<file path="src/rtl/serial_frame_tx.sv">
// serial_frame_tx: shifts one left/right word pair out MSB-first, framed by OutReady.
// Define SERIAL_FRAME_TX_OVERRUN_EN to add the sticky overrun flag for loads dropped during SHIFT.
module serial_frame_tx #(
    parameter int DATA_W = 40
) (
    input  logic              SCLK,
    input  logic              rst_n,
    input  logic              clear,
    input  logic              load,
    input  logic [DATA_W-1:0] dataL,
    input  logic [DATA_W-1:0] dataR,
    output logic              OutReady,
    output logic              OutputL,
    output logic              OutputR,
    output logic              done,
    output logic              overrun
);
    localparam int CW = $clog2(DATA_W);

    typedef enum logic {IDLE, SHIFT} state_t;

    state_t            state, state_nx;
    logic [DATA_W-1:0] shift_l, shift_r, shift_l_nx, shift_r_nx;
    logic [CW-1:0]     bitcnt, bitcnt_nx;
    logic              done_r, done_nx;

    always_ff @(posedge SCLK or negedge rst_n) begin
        if (!rst_n) begin
            state   <= IDLE;
            shift_l <= '0;
            shift_r <= '0;
            bitcnt  <= '0;
            done_r  <= 1'b0;
        end else begin
            state   <= state_nx;
            shift_l <= shift_l_nx;
            shift_r <= shift_r_nx;
            bitcnt  <= bitcnt_nx;
            done_r  <= done_nx;
        end
    end

    // The last shift parks bitcnt at 0 instead of letting it wrap.
    always_comb begin
        state_nx   = state;
        shift_l_nx = shift_l;
        shift_r_nx = shift_r;
        bitcnt_nx  = bitcnt;
        done_nx    = 1'b0;
        if (clear) begin
            state_nx   = IDLE;
            shift_l_nx = '0;
            shift_r_nx = '0;
            bitcnt_nx  = '0;
        end else if (state == IDLE) begin
            if (load) begin
                state_nx   = SHIFT;
                shift_l_nx = dataL;
                shift_r_nx = dataR;
                bitcnt_nx  = CW'(DATA_W - 1);
            end
        end else begin
            shift_l_nx = {shift_l[DATA_W-2:0], 1'b0};
            shift_r_nx = {shift_r[DATA_W-2:0], 1'b0};
            bitcnt_nx  = (bitcnt == '0) ? '0 : bitcnt - CW'(1);
            state_nx   = (bitcnt == '0) ? IDLE : SHIFT;
            done_nx    = (bitcnt == '0);
        end
    end

    assign OutReady = (state == SHIFT);
    assign OutputL  = OutReady & shift_l[DATA_W-1];
    assign OutputR  = OutReady & shift_r[DATA_W-1];
    assign done     = done_r;

`ifdef SERIAL_FRAME_TX_OVERRUN_EN
    logic overrun_r;

    always_ff @(posedge SCLK or negedge rst_n) begin
        if (!rst_n)
            overrun_r <= 1'b0;
        else if (clear)
            overrun_r <= 1'b0;
        else if (load && state == SHIFT)
            overrun_r <= 1'b1;
    end

    assign overrun = overrun_r;
`else
    assign overrun = 1'b0;
`endif
endmodule
</file>
<file path="config.mk">
export PLATFORM = sky130hd
export DESIGN_NAME = serial_frame_tx
export DESIGN_NICKNAME = d
export VERILOG_FILES = /design/src/rtl/serial_frame_tx.sv
export SDC_FILE = /design/constraint.sdc
export NUM_CORES = 1
export LEC_CHECK = 0
export ABC_CLOCK_PERIOD_IN_PS = 2200
export BUFFER_PORTS_ARGS = -buffer_cell sky130_fd_sc_hd__buf_2
export CORE_MARGIN = 2
export CORE_UTILIZATION = 35
export DETAILED_ROUTE_END_ITERATION = 7
export GPL_TIMING_DRIVEN = 0
export PLACE_DENSITY_LB_ADDON = 0.08
export SYNTH_ARGS = -nofsm -noshare
export SYNTH_HDL_FRONTEND = slang
export SYNTH_SLANG_ARGS = --single-unit
</file>
<file path="constraint.sdc">
create_clock -name SCLK -period 2.2 [get_ports SCLK]
set_input_delay 0.44 -clock SCLK [delete_from_list [all_inputs] [get_ports SCLK]]
set_output_delay 0.44 -clock SCLK [all_outputs]
set_load 0.05 [all_outputs]
</file>
==> results of run 1 <==
## Yosys cell counts (2+ instances only)
master / instances / share of area
o21ai_0: 4 / 0.0044
mux2i_1: 2 / 0.0044
mux2_2: 64 / 0.16
clkbuf_1: 16 / 0.013
mux2_1: 14 / 0.034
nor2_1: 2 / 0.0016
nand2_1: 157 / 0.13
inv_1: 6 / 0.0049
ha_1: 2 / 0.0055
nor4_1: 2 / 0.0027
nor3_1: 3 / 0.0033
dfrtp_1: 88 / 0.48
and2_1: 2 / 0.0027
a31oi_1: 2 / 0.0027
a21oi_1: 82 / 0.090
buf_2: 15 / 0.016
buf_4: 8 / 0.013
## power by group through the flow
| stage | clock network (uW) | registers, uW | logic (uW) |
|---|---|---|---|
| after floorplan | 0 | 1820 | 467 |
| after global placement | 0 | 1830 | 685 |
| after detailed placement | 0 | 1830 | 697 |
| after CTS | 1880 | 1800 | 697 |
| after global routing | 1940 | 1820 | 773 |
| final | 1820 | 1800 | 685 |
## metal layers
metal  vias up  GRT usage  routed length [um]
met2        71     0.2616                5096
li1       1819          -                   -
met3         5    0.05164                 472
met1      1787     0.2245                5273
met5         -          0                   0
met4         0    0.03614                  96
## cells by family after synthesis
kind of cell,share of synthesized area
other,0.0008205
AND/OR/NAND/NOR,0.1519
adder cells (fa/ha/maj),0.005474
flip-flops,0.4818
buffers and inverters,0.05010
AO/OA/AOI/OAI,0.1133
multiplexers,0.1966
## area by class of cell
type | count | share of cell area
Buffer | 38 | 0.03564
Sequential cell | 88 | 0.3945
Clock inverter | 5 | 0.01838
Timing Repair Buffer | 86 | 0.08025
Multi-Input combinational cell | 351 | 0.3833
Clock buffer | 11 | 0.04528
Inverter | 6 | 0.004035
Tap cell | 172 | 0.03856
## worst reg2reg max path, delay by kind of cell, from the launching register on
kind            cells  cell delay, ps
flops               1             390
compound gates      1             160
simple gates        1              80
buf+inv             4             940
## flip-flops by register name, indices dropped and copies added (netlist names)
signal and count:
shift_l 40, shift_r 40, bitcnt 6, OutReady 1, done 1
## repair_timing
action	in CTS	in global routing
endpoints found under the hold margin	0	0
gates resized for setup	1	0
setup endpoints to repair	2	0
hold buffers	0	0
## worst paths after layout
path                       cells after the start  slack, ps          end
hold / removal                                 1        120  shift_l[29]
setup / recovery                               3        300      OutputR
setup reg to reg                               6        540  shift_l[26]
hold reg to reg                                2        520  shift_l[11]
min in group SCLK                              3        400   shift_r[0]
max in group asynchronous                      2       1420  shift_r[25]
## metrics by stage
| step | instances | hold slack, ps | setup TNS (ps) | area, um2 | setup slack [ps] |
|---|---|---|---|---|---|
| 6_report | 757 | 121.7 | 0 | 5582 | 298.8 |
| 5_1_grt | 757 | 168.7 | 0 | 5582 | 195.0 |
| 2_1_floorplan | 485 | 144.4 | 0 | 4571 | 87.56 |
| 4_1_cts | 757 | 145.7 | 0 | 5582 | 255.9 |
| 3_5_place_dp | 743 | 515.2 | 0 | 5234 | 162.8 |
| 3_3_place_gp | 742 | 504.4 | -23790 | 5211 | -277.8 |
==> out/results.txt, run 1 <==
number of nets in the layout = 666
switching pwr = 1095 uW
worst path cell trace = buf_4 -> and2_1 -> buf_2
IO buf count = 85
Ys Warns = 0
Overflow after GRT = 0
Worst Hold Class = in2async
synthesized area = 4571 um2
vias = 3,682
Worst Path Max Fanout = 28
WP buf/inv = 2
Detailed Routing Iterations Pass 1 = 4
IO Count = 89
min Tclk post-route = 1901 ps
WL per Instance = 14.45 um
Setup crit start kind = flip-flop
total power = 4305 uW
clock sink total = 88
share of flip-flops with an asynchronous set or reset = 1.000
skew final = 6.070 ps
max-slew violations = 0
Core ar. = 12,670 um2
Num CTS Buffers = 9
starting density of the core = 0.3607
PD cells = 771.2 nW/um2
final core occ = 0.4405
worst slew pin tran = 660.4 ps
clock share of power = 0.423
clock latency on the worst-skew pair = 340 ps
CTS tree = built
critical path's top delay family = buffers and inverters
CP max stage delay = 370 ps
Top FF cell, synth = dfrtp_1
Max VDD drop = 0.0006673 V
# rows = 41
largest net degree at the start of global routing = 50
Clock transition at path regs = 70 ps
Critical Path Start = OutReady
status = finished clean
Die Ht = 118.3 um
MaxCap Viol Count = 0
deepest clock path buffer count = 2
vias in the first global route = 3,681
RSZ-0062 raised after global routing = false
fmax = 526.0 MHz
CP arrival = 1460 ps
Reg-to-Reg Start = OutReady
GR Util All Layers = 0.1662
vias per cell = 4.864
Sequential cell area = 2202 um2
Fillers = 1,272
setup violators final = 0
post-CTS setup buffers = 0
number of enable flip-flop cells after synthesis = 0
Gate power share = 0.159
Detail Route Antenna Nets = 0
most frequent cells in the layout = 157 x nand2_1, 96 x buf_2, 88 x dfrtp_1
Residual DRC = 0
global-route wire length before repair = 18.78 mm
sequential area share after synthesis = 0.4818
layout cells sized above 1 = 0.3265
Mapped Nets = 571
Multi-input gate area = 2140 um2
Die Width = 118.3 um
Cell variety after synth = 33
Root Driver = clkbuf_16
slew margin rel. = 0.5597
commonest non-fill, non-tap cell in the layout = nand2_1
Post-Route WL = 10.94 mm
Static Leakage = 0.002603 uW
CP required = 1760 ps
Worst setup EP type = output port
hpwl dp = 7.422 mm
Seq pwr share = 0.418
Switching Share = 0.2545
full die area = 13,990 um2
Crit Path Class = reg2out
Cell Int Power = 3209 uW
Slowest-stage cell, CP = dfrtp_1
initial antenna violation count = 0
RePlAce Congestion = 0.7549
antenna diode count = 0
H-tree levels = 3
initial drt markers = 162
Syn Inst Count = 485
Final Hold Violating Endpoints = 0
synthesized area per cell = 9.424 um2
Final period util = 0.8642
area grow syn2layout = 22.12%
Seq cells post-synth = 88
Power figures use the tool's default switching activity.
==> run 2: changes to the inputs <==
Settings changed: REMOVE_ABC_BUFFERS from default to 1.
==> run 2 against run 1 <==
Design area is 1.7% lower; clock skew about the same; clock power decreased by 8%; fmax decreased by 8.6%; largest cell class unchanged; power decreased by 3.6%; die area unchanged; routed wire length shrank 0.89%; highest routed layer is now met5; cell count fell by 4.4%; setup slack lost 180 ps.
==> out/results.txt, run 2 (synthesis gave the netlist of run 1 again) <==
number of nets in the layout = 634
vias = 3,529
PD cells = 755.9 nW/um2
Place WS = 64.25 ps
IO Count = 89
Worst Hold Class = in2async
Detail Route Antenna Nets = 0
slew margin rel. = 0.5480
Root Driver = clkbuf_16
Worst setup EP type = output port
clock sink total = 88
Slowest-stage cell, CP = dfrtp_4
Final Hold Violating Endpoints = 0
CP required = 1760 ps
skew final = 5.997 ps
area grow syn2layout = 20.07%
max-slew violations = 0
largest net degree at the start of global routing = 85
WP buf/inv = 2
Final period util = 0.9456
Static Leakage = 0.002542 uW
commonest non-fill, non-tap cell in the layout = nand2_1
critical path's top delay family = flip-flops
WL per Instance = 14.98 um
Max VDD drop = 0.0005144 V
vias in the first global route = 3,576
Die Ht = 118.3 um
full die area = 13,990 um2
Overflow after GRT = 0
Crit Path Class = reg2out
DP Area = 5139 um2
CP max stage delay = 610 ps
final core occ = 0.4331
fmax = 480.7 MHz
initial antenna violation count = 1
initial drt markers = 144
Num CTS Buffers = 9
CP arrival = 1640 ps
clock latency on the worst-skew pair = 340 ps
final setup margin = 119.7 ps
Clock transition at path regs = 60 ps
Core ar. = 12,670 um2
hold buffers post-CTS = 0
cell count along the critical path = 3
GR Util All Layers = 0.1549
Post-Route WL = 10.84 mm
Residual DRC = 0
starting density of the core = 0.3607
worst slew pin tran = 678.0 ps
Detailed Routing Iterations Pass 1 = 4
MaxCap Viol Count = 0
worst path cell trace = buf_16 -> and2_1 -> buf_2
layout cells sized above 1 = 0.3170
CTS tree = built
most frequent cells in the layout = 157 x nand2_1, 87 x dfrtp_1, 84 x buf_2
Worst Path Max Fanout = 37
# rows = 41
status = finished clean
deepest clock path buffer count = 2
antenna diode count = 0
Die Width = 118.3 um
IO buf count = 87
H-tree levels = 3
RePlAce Congestion = 0.7458
RSZ-0062 raised after global routing = false
global-route wire length before repair = 17.57 mm
reg2reg path depth = 4
setup violators final = 0
vias per cell = 4.874
Setup crit start kind = flip-flop
Final Cell Area = 5488 um2
largest registers = shift_l x40, shift_r x40, bitcnt x6
hpwl dp = 5.990 mm
min Tclk post-route = 2080 ps
[run 2: metal layers]
layer | routed length [um] | up-vias | GRT usage
met2 | 4996 | 71 | 0.2482
li1 | - | 1748 | -
met1 | 5078 | 1698 | 0.1952
met5 | 13 | - | 0
met4 | 129 | 2 | 0.05120
met3 | 623 | 10 | 0.05357
[run 2: area by class of cell]
class | count | area [um2]
Fill cell | 1283 | 7183
Sequential cell | 88 | 2206
Multi-Input combinational cell | 351 | 2140
Timing Repair Buffer | 92 | 578.1
Clock buffer | 12 | 256.5
Tap cell | 172 | 215.2
Clock inverter | 3 | 65.06
Inverter | 6 | 27.53
[run 2: path summary, 6_finish.rpt]
path | startpoint | to | slack (ps)
setup reg to reg | OutReady | bitcnt[5] | 350
hold reg to reg | shift_r[29] | shift_r[30] | 510
min in group SCLK | dataR[0] | shift_r[0] | 400
max in group asynchronous | rst_n | shift_l[4] | 1470
hold / removal | rst_n | shift_l[11] | 80
setup / recovery | OutReady | OutputL | 120
[run 2: worst reg2reg max path, cell delays in order (launching register included)]
cell	delay, ps
dfrtp_4	610
buf_16	240
inv_6	480
nand2_1	240
a31oi_1	190
[run 2: repair_timing]
action                     4_1_cts  5_1_grt
setup buffers                    0        0
resized for setup                0        1
setup endpoints to repair        0        5
[run 2: power breakdown]
group	switching [uW]	internal, uW	leakage (uW)
sequential	77.7	1730	0.00118
clock	623	1050	0.000159
combinational	364	301	0.00121
[run 2: per-stage QoR]
stage / cells / total power, uW / hold WS (ps) / setup TNS, ps
after floorplan: 445 / 2209 / 144.4 / -141830
after global placement: 704 / 2470 / 507.1 / -355080
after detailed placement: 708 / 2501 / 473.8 / 0
after CTS: 723 / 4202 / 98.55 / 0
after global routing: 724 / 4361 / 114.4 / 0
final: 724 / 4148 / 83.05 / 0
